**src/rtl/caliptra_apb_arb_pkg.sv**
```systemverilog
// caliptra_apb_arb_pkg: shared widths and FSM encoding for the APB arbiter
package caliptra_apb_arb_pkg;
   localparam int APB_AW = 32;
   localparam int APB_DW = 32;
   localparam int APB_UW = 32;
   typedef enum logic [1:0] {IDLE, SETUP, ACCESS, RESP} arb_state_e;
endpackage

```
**src/rtl/caliptra_apb_arbiter.sv**
```systemverilog
// caliptra_apb_arbiter: two-requester round-robin APB arbiter with access timeout
module caliptra_apb_arbiter
   import caliptra_apb_arb_pkg::*;
#(
   parameter int unsigned       TIMEOUT_CYCLES = 1024,
   parameter logic [APB_UW-1:0] PORT0_PAUSER   = 32'hFFFF_FFFF,
   parameter logic [APB_UW-1:0] PORT1_PAUSER   = 32'h0000_0001
) (
   input  logic              core_clk,
   input  logic              cptra_rst_b,
   input  logic              s0_psel,
   input  logic              s0_penable,
   input  logic              s0_pwrite,
   input  logic [APB_AW-1:0] s0_paddr,
   input  logic [APB_DW-1:0] s0_pwdata,
   output logic [APB_DW-1:0] s0_prdata,
   output logic              s0_pready,
   output logic              s0_pslverr,
   input  logic              s1_psel,
   input  logic              s1_penable,
   input  logic              s1_pwrite,
   input  logic [APB_AW-1:0] s1_paddr,
   input  logic [APB_DW-1:0] s1_pwdata,
   output logic [APB_DW-1:0] s1_prdata,
   output logic              s1_pready,
   output logic              s1_pslverr,
   output logic              m_psel,
   output logic              m_penable,
   output logic              m_pwrite,
   output logic [APB_AW-1:0] m_paddr,
   output logic [APB_DW-1:0] m_pwdata,
   output logic [APB_UW-1:0] m_pauser,
   input  logic [APB_DW-1:0] m_prdata,
   input  logic              m_pready,
   input  logic              m_pslverr,
   output logic              timeout_evt
);
   localparam int CW = $clog2(TIMEOUT_CYCLES) + 1;
   localparam logic [CW-1:0] CNT_MAX = CW'(TIMEOUT_CYCLES - 1);

   arb_state_e        state_q, state_d;
   logic              gnt_q, gnt_d, last_q, last_d, write_q, write_d;
   logic              err_q, err_d, tevt_q, tevt_d, psel_q, psel_d, pen_q, pen_d;
   logic [1:0]        rdy_q, rdy_d, pend;
   logic              pick;
   logic [APB_AW-1:0] addr_q, addr_d;
   logic [APB_DW-1:0] wdata_q, wdata_d, rdata_q, rdata_d;
   logic [APB_UW-1:0] user_q, user_d;
   logic [CW-1:0]     cnt_q, cnt_d;
   logic              unused_penable;

   assign unused_penable = s0_penable ^ s1_penable;

   // last_q only moves on contention, so a lone requester never steals the next turn
   always_comb begin
      pend    = {s1_psel, s0_psel};
      pick    = &pend ? ~last_q : pend[1];
      state_d = state_q;
      gnt_d   = gnt_q;
      last_d  = last_q;
      addr_d  = addr_q;
      wdata_d = wdata_q;
      write_d = write_q;
      user_d  = user_q;
      cnt_d   = cnt_q;
      rdata_d = rdata_q;
      err_d   = err_q;
      tevt_d  = 1'b0;
      case (state_q)
         IDLE: if (|pend) begin
            state_d = SETUP;
            gnt_d   = pick;
            last_d  = &pend ? pick : last_q;
            addr_d  = pick ? s1_paddr : s0_paddr;
            wdata_d = pick ? s1_pwdata : s0_pwdata;
            write_d = pick ? s1_pwrite : s0_pwrite;
            user_d  = pick ? PORT1_PAUSER : PORT0_PAUSER;
            cnt_d   = '0;
         end
         SETUP: state_d = ACCESS;
         ACCESS: if (m_pready) begin
            state_d = RESP;
            rdata_d = m_prdata;
            err_d   = m_pslverr;
         end else if (cnt_q == CNT_MAX) begin
            state_d = RESP;
            rdata_d = '0;
            err_d   = 1'b1;
            tevt_d  = 1'b1;
         end else begin
            cnt_d = cnt_q + CW'(1);
         end
         default: state_d = IDLE;
      endcase
      psel_d = (state_d == SETUP) || (state_d == ACCESS);
      pen_d  = state_d == ACCESS;
      rdy_d  = state_d == RESP ? (gnt_d ? 2'b10 : 2'b01) : 2'b00;
   end

   always_ff @(posedge core_clk) begin
      if (!cptra_rst_b) begin
         state_q <= IDLE;
         gnt_q   <= 1'b0;
         last_q  <= 1'b1;
         addr_q  <= '0;
         wdata_q <= '0;
         write_q <= 1'b0;
         user_q  <= '0;
         cnt_q   <= '0;
         rdata_q <= '0;
         err_q   <= 1'b0;
         tevt_q  <= 1'b0;
         psel_q  <= 1'b0;
         pen_q   <= 1'b0;
         rdy_q   <= 2'b00;
      end else begin
         state_q <= state_d;
         gnt_q   <= gnt_d;
         last_q  <= last_d;
         addr_q  <= addr_d;
         wdata_q <= wdata_d;
         write_q <= write_d;
         user_q  <= user_d;
         cnt_q   <= cnt_d;
         rdata_q <= rdata_d;
         err_q   <= err_d;
         tevt_q  <= tevt_d;
         psel_q  <= psel_d;
         pen_q   <= pen_d;
         rdy_q   <= rdy_d;
      end
   end

   assign m_psel      = psel_q;
   assign m_penable   = pen_q;
   assign m_pwrite    = write_q;
   assign m_paddr     = addr_q;
   assign m_pwdata    = wdata_q;
   assign m_pauser    = user_q;
   assign timeout_evt = tevt_q;
   assign s0_pready   = rdy_q[0];
   assign s0_pslverr  = rdy_q[0] & err_q;
   assign s0_prdata   = rdy_q[0] ? rdata_q : '0;
   assign s1_pready   = rdy_q[1];
   assign s1_pslverr  = rdy_q[1] & err_q;
   assign s1_prdata   = rdy_q[1] ? rdata_q : '0;
endmodule

```
**config.mk**
```make
export PLATFORM = sky130hd
export DESIGN_NAME = caliptra_apb_arbiter
export DESIGN_NICKNAME = d
export VERILOG_FILES = /design/src/rtl/caliptra_apb_arb_pkg.sv /design/src/rtl/caliptra_apb_arbiter.sv
export SDC_FILE = /design/constraint.sdc
export NUM_CORES = 1
export LEC_CHECK = 0
export ABC_CLOCK_PERIOD_IN_PS = 5200
export BUFFER_PORTS_ARGS = -buffer_cell sky130_fd_sc_hd__buf_2
export CORE_AREA = 2 2 131 133
export CTS_BUF_LIST = sky130_fd_sc_hd__clkbuf_16
export DETAILED_ROUTE_END_ITERATION = 8
export DIE_AREA = 0 0 133 135
export PLACE_DENSITY = 0.66
export RECOVER_POWER = 25
export SKIP_CTS_REPAIR_TIMING = 1
export SYNTH_ARGS = -nofsm -noshare
export SYNTH_HDL_FRONTEND = slang
export SYNTH_SLANG_ARGS = --single-unit
```
**constraint.sdc**
```tcl
create_clock -name core_clk -period 5.2 [get_ports core_clk]
set_input_delay 0.26 -clock core_clk [delete_from_list [all_inputs] [get_ports core_clk]]
set_output_delay 0.26 -clock core_clk [all_outputs]
set_load 0.03 [all_outputs]
```
==> results.md, run 1 <==
* Worst setup path start: cptra_rst_b
* Vias per inst at 4.68
* Global-route wire length before repair at 25.8 mm
* Die footprint at 18,000 µm²
* Max stage delay on crit path at 1300 ps
* CTS Buf Count at 17
* GRT Util Overall at 0.182
* Post-synth EDFFs at 0
* CTS H-Tree Depth at 4
* Crit-path cells: buf_2 > clkinvlp_2 > buf_4 > o32ai_1
* Commonest non-fill, non-tap cell in the layout: buf_2
* #FFs+latches synth at 120
* Commonest non-fill, non-tap cells in the layout: 266 x buf_2, 120 x dfxtp_1, 105 x nor2_1
* Cell chosen for the clock root: clkbuf_16
* Pin count of the biggest net entering global routing at 69
* Worst setup EP type: flip-flop
* Layer with the highest usage: met2
* Ratio of cells with drive above 1 in the final layout at 0.334
* Clk_lat worst skew at 420 ps
* Max Slew Vio Count at 48
* Startpoint Class: input port
* Core Rows at 47
* HPWL after DPL at 11.8 mm
* Syn_nets at ~810
* CTS tree: yes
* Outcome: complete, but fails checks
* Grt ovf at 0
* Synth top area cells: dfxtp_1 42%, mux2i_1 12%, a211oi_1 8.8%, and2_1 7.7%, nor2_1 6.9%
* Final Wtd Congestion at 0.747
* Worst IR Drop VDD at approximately 230 µV
* Synth Flop Type: dfxtp_1
* Port Buffers at 335
* Met3 usage in global routing at 0.0830
* Die H at 135 µm
* Vias at 5,349
* P per Cell Area at 542 nW/µm²
* Vias in the first global route at 4,931
* Fin crit period at 2700 ps
* Failing checks: capacitance limit, slew limit
* Post-Syn Area at 5720 µm²
* Setup TNS at 0 ps
* WP depth at 4
* Slew @ Worst Pin at 1620 ps
* Area leader, netlist: dfxtp_1
* Worst Hold Depth at 2
* Final core utilization at 0.472
* Worst EP arrival at between 3000 and 4000 ps
* DRT iter0 DRCs at 217
* Maximum fanout along the worst path at 65
* Avg Cell Area, Syn at 9.05 µm²
* Post-Place Setup Slack at between 2000 and 3000 ps
* Max Clock Freq at approximately 370 MHz
* Slowest cell on the critical path: clkinvlp_2
* CP required at between 5000 and 6000 ps
* Num Clock Sinks at between 100 and 150
* Period utilization at 0.519
* Layout Nets at 1,083
* Antenna violations before repair at 4
* Crit path buffers/inverters at 3
* Starting Density at 0.348
* RSZ-0062 raised after global routing: false
* Area grow syn2layout at 35.3%
* Largest delay share family, worst path: buffers and inverters
* Post-synth top area share at 0.420
* Mapped Cells at 632
* Final wirelength at 16.2 mm
* Slew headroom at -0.0880
* Core ar. at approximately 16,000 µm²
* Fill cells at 1,636
* CTS clk-pin slew, worst paths at approximately 50 ps
* Clk_skew at 14.1 ps
* Reg2reg start: state_q[0]
* Asr flop ratio synth at 0
* Final hold vios at 0
* Max Cap Viol at 1
* Residual DRC at 0
* Final setup fails at 0
* I/O Pins at 338
* Seq/Total Area, Yosys at 0.420
* Worst reg-to-reg path cell count at 6
* Leak at ~3.5 nW
* Clock buffer depth at 2
* Type of the most critical hold path: in -> reg
* Library cells used by synthesis at 44
* Met1 Use GR at 0.209
* Met2 Track Usage GR at 0.305
* Yosys warning total at 0
* DR WL/cell at 14.2 µm
* DR pass1 iterations at 4
* Detail Route Antenna Nets at 0
* Crit Path Class: in -> reg
* Die X at 133 µm
* Fin worst setup slack at 2500 ps
* HP Start: m_pready
## flip-flops by register name (all words and copies together) (netlist names)
name / count
m_paddr: 32
m_pwdata: 32
rdata_q: 32
cnt_q: 11
m_pauser: 2
rdy_q: 2
state_q: 2
err_q: 1
gnt_q: 1
last_q: 1
m_penable: 1
m_psel: 1
m_pwrite: 1
timeout_evt: 1
## where the power goes
part	leakage, nW	internal [mW]	switching [mW]
combinational	2.26	0.485	1.21
clock	0.285	0.744	0.418
sequential	0.987	1.17	0.164
total	3.53	2.40	1.79
## stage by stage
stage / instance area [µm²] / power [mW] / hold WS [ps] / cells
2_1_floorplan: 5720 / 2.73 / 339 / 632
3_3_place_gp: 7230 / 3.09 / 430 / 1108
3_5_place_dp: 7230 / 3.12 / 433 / 1108
4_1_cts: 7820 / 4.30 / 59.2 / 1140
5_1_grt: 7730 / 4.46 / 82.8 / 1140
6_report: 7740 / 4.19 / 79.5 / 1142
## Yosys cell counts, drive strengths merged (2+ instances only)
cell	number
nand2b	2
nand3b	2
a21oi	6
o211ai	2
and3	5
dfxtp	120
a211oi	67
nand2	9
mux2i	66
nor3	2
nand3	5
clkbuf	31
o21ai	9
o32ai	2
nor2	105
or3b	2
inv	8
buf	53
and2	71
nand4	6
o21a	2
a31oi	4
ha	6
a22oi	32
## per-layer routing
layer	wire length, µm	up-vias
met5	13	-
met4	130	2
met3	1600	13
met2	7870	222
met1	6630	2354
li1	-	2758
## worst register-to-register path, delay by kind of cell, from the launching register on
kind                       cells  cell delay [ps]
and+or+nand+nor                1              140
DFF                            1              330
AOI/OAI and AO/OA              2              840
buffers and inverters          2              730
adders and majority gates      1              300
## area by class of cell
cell class / count / area [µm²] / share of cell area
timing repair buffer: 340 / 1630 / 0.210
tap: 220 / 275 / 0.0356
multi-input combinational: 420 / 2810 / 0.363
antenna: 2 / 5.00 / 0.000647
sequential: 120 / 2400 / 0.311
clock buffer: 17 / 425 / 0.0550
clock inverter: 15 / 161 / 0.0209
inverter: 8 / 31.3 / 0.00404
## worst paths after layout
path,slack (ps),end
setup / recovery,2500,cnt_q[6]
hold / removal,80,timeout_evt
setup reg to reg,2750,m_paddr[2]
hold reg to reg,440,cnt_q[10]
## logic make-up (layout without fill, tap and decap cells)
logic type | Yosys count | in the layout | synth area share
simple gates | 216 | 216 | 0.189
compound gates | 131 | 131 | 0.169
flops | 120 | 120 | 0.420
buf+inv | 92 | 380 | 0.0913
mux | 66 | 66 | 0.116
fa+ha+maj | 6 | 6 | 0.0131
xor+xnor | 1 | 1 | 0.00153
other cells | 0 | 2 | 0
Power figures use the tool's default switching activity.
==> inputs of run 2 (changes only) <==
Settings changed: ABC_AREA set to 1, ABC_CLOCK_PERIOD_IN_PS 5200 to 2700, CORE_AREA 2 2 131 133 to 2 2 132 134, DIE_AREA 0 0 133 135 to 0 0 134 136, PLACE_DENSITY 0.66 to 0.68.
Clock period 5.2 ns to 2.7 ns, I/O delays scaled along.
==> results.md, run 2 <==
* Outcome: complete, but fails checks
* Failing checks: hold timing
* GRT Util Overall at 0.201 (+0.0192)
* Yosys warning total at 0 (unchanged)
* Final hold vios at 2 (+2)
* Fin crit period at roughly 2000 ps
* Max Slew Vio Count at 0 (-100%)
* Final wirelength at 18.7 mm (+15%)
* Worst setup EP type: flip-flop
* Starting Density at 0.368 (+0.0193)
* CTS tree: yes
* Final Wtd Congestion at 0.889 (+19%)
* CTS H-Tree Depth at 4 (unchanged)
* Clk_lat worst skew at 410 ps (about the same)
* Die H at 136 µm (+0.74%)
* Post-synth top area share at 0.387 (-0.0331)
* Die X at 134 µm (+0.75%)
* Final core utilization at 0.505 (+0.0331)
* Port Buffers at 335 (unchanged)
* Register Area at 2400 µm² (unchanged)
* Layout Nets at 1,394 (+29%)
* Seq/Total Area, Yosys at 0.387 (-0.0331)
* I/O Pins at 338 (unchanged)
* Crit-path cells: ha_1 > nand2_2 > nor2_2 > nand3_2 > nand2_1 > o21ai_2 > ha_1 > nor2_1
* Max stage delay on crit path at 360 ps (-940 ps)
* Commonest cells in the netlist: 275 x nand2_1, 161 x inv_1, 120 x dfxtp_1
* Post-synth EDFFs at 0 (unchanged)
* Setup TNS at 0 ps (unchanged)
* CP required at 2970 ps (-2540 ps)
* Residual DRC at 0 (unchanged)
* Library cells used by synthesis at 29 (-34%)
* Area leader, netlist: dfxtp_1
* Core Rows at 48 (+2.1%)
* P per Cell Area at 927 nW/µm² (+71%)
* Worst EP arrival at 2270 ps (-740 ps)
* Avg Cell Area, Syn at 6.80 µm² (-25%)
* Fill cells at 1,745 (+6.7%)
* Inst Count DP at 1,395 (+26%)
* Grt ovf at 0 (unchanged)
* Most used cell, CP: ha_1
* Cell chosen for the clock root: clkbuf_16
* #FFs+latches synth at 120 (unchanged)
* Slew @ Worst Pin at 820 ps (-804 ps)
* Max Clock Freq at 500 MHz
* Type of the most critical hold path: in -> reg
* Slew headroom at 0.453 (+0.541)
* Ratio of cells with drive above 1 in the final layout at 0.270 (-0.0640)
* Multi-input gate area at 2650 µm² (-5.8%)
* Antenna violations before repair at 7 (+3)
* Final setup fails at 0 (unchanged)
* Startpoint Class: flip-flop
* Worst IR Drop VDD at 560 µV (+140%)
* Leak at 4.92 nW (+39%)
* Vias in the first global route at 6,025 (+22%)
* Count leader, synth: nand2_1
* Clk_skew at 5.71 ps (-8.35 ps)
* Area grow syn2layout at 37.2%
* Post-Place Setup Slack at 696 ps (-2050 ps)
* CTS clk-pin slew, worst paths at 50 ps (about the same)
* Crit Path Class: reg -> reg
* Num Clock Sinks at 120 (unchanged)
* Clock buffer depth at 2 (unchanged)
* Core ar. at 16,900 µm² (+2.9%)
* Mapped Cells at 912 (+44%)
* Synth Flop Type: dfxtp_1
* Post-Syn Area at 6210 µm² (+8.6%)
* DRT iter0 DRCs at 240 (+11%)
* Detail Route Antenna Nets at 0 (unchanged)
* Pin count of the biggest net entering global routing at 68 (-1.4%)
* Synth top area cells: dfxtp_1 39%, nand2_1 17%, inv_1 9.7%, nand3_1 8.1%, o211ai_1 7.9%
* Period utilization at 0.740
* Commonest non-fill, non-tap cell in the layout: nand2_1
* Fin worst setup slack at 702 ps (-1800 ps)
* Die footprint at 18,200 µm² (+1.5%)
* Hold Worst Slack at -19.0 ps (-98.5 ps)
* RSZ-0062 raised after global routing: false
* Vias at 6,599 (+23%)
* Fin cells at 1,462 (+28%)
* Syn_nets at 1,088 (+35%)
* DR pass1 iterations at 4 (unchanged)
* DR WL/cell at 12.8 µm (-10%)
* HPWL after DPL at 13.6 mm (+15%)
* Vias per inst at 4.51 (-3.6%)
* Slowest cell on the critical path: dfxtp_1
* Asr flop ratio synth at 0 (unchanged)
* Global-route wire length before repair at 29.4 mm (+14%)
* Max Cap Viol at 0 (-1)
* CTS Buf Count at 17 (unchanged)
* Commonest non-fill, non-tap cells in the layout: 275 x nand2_1, 266 x buf_2, 161 x inv_1
* Maximum fanout along the worst path at 16 (-75%)
* Post-route total power at 7.90 mW (+88%)
==> run 2: final timing paths <==
kind	start	end	slack [ps]	cells past startpoint
worst min-delay path	m_prdata[11]	rdata_q[11]	-20	3
worst min register to register	rdata_q[28]	rdata_q[28]	490	2
worst max register to register	cnt_q[1]	m_psel	700	8
worst max-delay path	cnt_q[1]	m_psel	700	8
==> run 2: logic make-up after synthesis <==
logic type               count (synthesis)  synth area share
adder cells (fa/ha/maj)                  6            0.0121
flip-flops                             120             0.387
buffers and inverters                  254             0.188
XOR/XNOR                                 1           0.00141
AND/OR/NAND/NOR                        412             0.286
AO/OA/AOI/OAI                          119             0.126
==> run 2: layer usage <==
metal	wire (µm)	up-vias	GRT usage	part of all wire
met2	8820	250	0.332	0.47
met3	1640	33	0.0831	0.088
met5	13	-	0	0.00070
met4	517	2	0.0869	0.028
met1	7680	2867	0.229	0.41
li1	-	3447	-	-
==> run 2: power by group <==
part           internal (mW)  switching [mW]  leakage (nW)
combinational          0.899            2.34          3.65
sequential              2.23           0.282         0.987
clock                   1.34           0.813         0.277
==> run 2: final cells by class <==
type,count,area share
Clock buffer,17,0.0500
Multi-Input combinational cell,538,0.311
Inverter,163,0.0718
Sequential cell,120,0.282
Tap cell,225,0.0331
Timing Repair Buffer,378,0.235
Clock inverter,15,0.0160
Antenna cell,6,0.00176
==> run 2: critical path: cells and delay by family, from the launching register on <==
family	cells	cell delay, ps
compound gates	1	110
fa+ha+maj	2	500
flops	1	360
simple gates	5	880
==> run 2: per-stage QoR <==
step                instance area, µm²  hold WS, ps
floorplan                         6210          205
global placement                  7730          345
detailed placement                7730          355
CTS                               8300        -90.2
global route                      8520         1.52
finish                            8520        -19.0
==> inputs of run 3 (changes only) <==
Settings changed: ABC_CLOCK_PERIOD_IN_PS 2700 to 2000.
Clock period 2.7 ns to 2 ns, I/O delays scaled along.
==> results.md, run 3 (synthesis gave the netlist of run 2 again) <==
* Slew headroom at 0.246 (-0.207)
* Crit-path cells: inv_1 > ha_2 > nand2_1 > nor2_1 > nand3_2 > nand2_1 > o21ai_2 > inv_1 > ha_1 > nand2_1 > nor2_1
* Fill cells at 1,730 (-0.86%)
* Core ar. at 16,900 µm² (unchanged)
* Cell chosen for the clock root: clkbuf_16
* Post-route total power at 10.7 mW (+36%)
* Hold endpoint: m_paddr[20]
* Largest delay share family, worst path: simple AND/OR/NAND/NOR gates
* Die H at 136 µm (unchanged)
* DR pass1 iterations at 4 (unchanged)
* Final core utilization at 0.511 (+0.00630)
* Grt ovf at 0 (unchanged)
* Worst Hold Depth at 5 (+2)
* Die footprint at 18,200 µm² (unchanged)
* Fin cells at 1,468 (+0.41%)
* Maximum fanout along the worst path at 8 (-8)
* Final Wtd Congestion at 0.855 (-3.8%)
* CTS Buf Count at 17 (unchanged)
* Met2 Track Usage GR at 0.338 (+0.00570)
* Commonest non-fill, non-tap cells in the layout: 274 x nand2_1, 266 x buf_2, 161 x inv_1
* Commonest non-fill, non-tap cell in the layout: nand2_1
* Met1 Use GR at 0.242 (+0.0126)
* Worst EP arrival at 2080 ps (-190 ps)
* HPWL after DPL at 13.8 mm (+1.4%)
* Core Rows at 48 (unchanged)
* I/O Pins at 338 (unchanged)
* Max Cap Viol at 0 (unchanged)
* DR WL/cell at 13.0 µm (+2.1%)
* Clk_lat worst skew at 420 ps (about the same)
* Setup TNS at 0 ps (unchanged)
* Multi-input gate area at 2650 µm² (+0.28%)
* RSZ-0062 raised after global routing: false
* CTS tree: yes
* Crit Path Class: reg -> reg
* Slowest cell on the critical path: dfxtp_1
* Global-route wire length before repair at 30.0 mm (+2.1%)
* Type of the most critical hold path: in -> reg
* CTS clk-pin slew, worst paths at 60 ps (about the same)
* CP required at 2300 ps (-670 ps)
* Inst Count DP at 1,398 (+0.22%)
* Max Clock Freq at 559 MHz (+12%)
* Final wirelength at 19.1 mm (+2.5%)
* Die X at 134 µm (unchanged)
* Fin worst setup slack at 212 ps (-490 ps)
* Starting Density at 0.368 (unchanged)
* DRT iter0 DRCs at 265 (+10%)
* Leak at 4.96 nW (+0.88%)
* Post-Place Setup Slack at 107 ps (-589 ps)
* Slew @ Worst Pin at 1130 ps (+311 ps)
* Period utilization at 0.894 (+0.154)
* Layer with the highest usage: met2
* Antenna violations before repair at 7 (unchanged)
* Vias at 6,752 (+2.3%)
* Max stage delay on crit path at 350 ps (about the same)
* Area grow syn2layout at 38.9%
* R2R setup slack at 210 ps (-490 ps)
* Residual DRC at 0 (unchanged)
* P per Cell Area at 1240 nW/µm² (+34%)
* Layout Nets at 1,401 (+0.50%)
* CTS H-Tree Depth at 4 (unchanged)
* Most used cell, CP: nand2_1
* Final hold vios at 0 (-2)
* Final setup fails at 0 (unchanged)
* Reg2reg start: state_q[0]
* Startpoint Class: flip-flop
* Vias in the first global route at 6,072 (+0.78%)
* Crit path buffers/inverters at 2 (+2)
* Worst setup EP type: flip-flop
* Reg-to-reg endpoint: rdy_q[1]
* Detail Route Antenna Nets at 0 (unchanged)
* Max Slew Vio Count at 0 (unchanged)
* Ratio of cells with drive above 1 in the final layout at 0.274 (+0.00413)
* Worst IR Drop VDD at 700 µV (+25%)
* Worst reg-to-reg path cell count at 11 (+3)
* HP Start: s1_paddr[20]
* GRT Util Overall at 0.206 (+0.00492)
* Met3 usage in global routing at 0.0787 (-0.00447)
* Num Clock Sinks at 120 (unchanged)
* Outcome: finished clean
* Clk_skew at 9.99 ps (+4.27 ps)
* Port Buffers at 335 (unchanged)
* Clock buffer depth at 2 (unchanged)
* Register Area at 2400 µm² (unchanged)
* Vias per inst at 4.60 (+1.9%)
* Pin count of the biggest net entering global routing at 68 (unchanged)
* Fin crit period at 1790 ps (-210 ps)
==> run 3: changes by cell type in the layout (fill, tap and decap cells not counted) <==
| cell | delta |
|---|---|
| buf_4 | -3 |
| clkinv_2 | +2 |
| clkbuf_4 | +1 |
| diode_2 | -1 |
| nand2_1 | -1 |
| bufinv_16 | -1 |
| clkinv_1 | -1 |
| nand2_2 | +1 |
| dlygate4sd3_1 | +4 |
| ha_1 | -2 |
| ha_2 | +2 |
| buf_12 | +5 |
==> run 3: layout make-up <==
class                   count  area share
diodes                      5     0.00145
clock buffers              17      0.0493
clock inverters            15      0.0131
inverters                 163      0.0710
multi-input cells         538       0.308
flip-flops and latches    120       0.279
well taps                 225      0.0327
repair buffers            385       0.246
==> run 3: how the worst max path moves through the flow <==
stage,startpoint,to,depth (start not counted)
after floorplan,state_q[0],rdy_q[1],12
after global placement,state_q[0],rdy_q[1],11
after detailed placement,state_q[0],rdy_q[1],11
after CTS,state_q[0],rdy_q[1],11
after global routing,state_q[0],rdy_q[1],11
final,state_q[0],rdy_q[1],11
==> run 3: power by group <==
part | internal (mW) | switching (mW) | total, mW
combinational | 1.33 | 3.18 | 4.51
sequential | 3.01 | 0.392 | 3.40
clock | 1.68 | 1.11 | 2.80
total | 6.02 | 4.68 | 10.7
==> run 3: worst register-to-register path, stage by stage (launching register included) <==
cell     delay [ps]
dfxtp_1         350
inv_1            70
ha_2            260
nand2_1          90
nor2_1           50
nand3_2          90
nand2_1         150
o21ai_2         230
inv_1            60
ha_1            190
nand2_1          80
nor2_1           60
==> run 3: metal layers <==
| layer | vias up | share of wire |
|---|---|---|
| met5 | - | 0.0012 |
| met4 | 4 | 0.026 |
| met3 | 36 | 0.083 |
| met2 | 247 | 0.48 |
| met1 | 2997 | 0.41 |
| li1 | 3468 | - |
==> run 3: metrics by stage <==
step                hold slack (ps)  area [µm²]
finish                        0.399        8620
global route                   11.9        8620
CTS                            -125        8360
detailed placement              319        7820
global placement                326        7820
floorplan                       170        6210
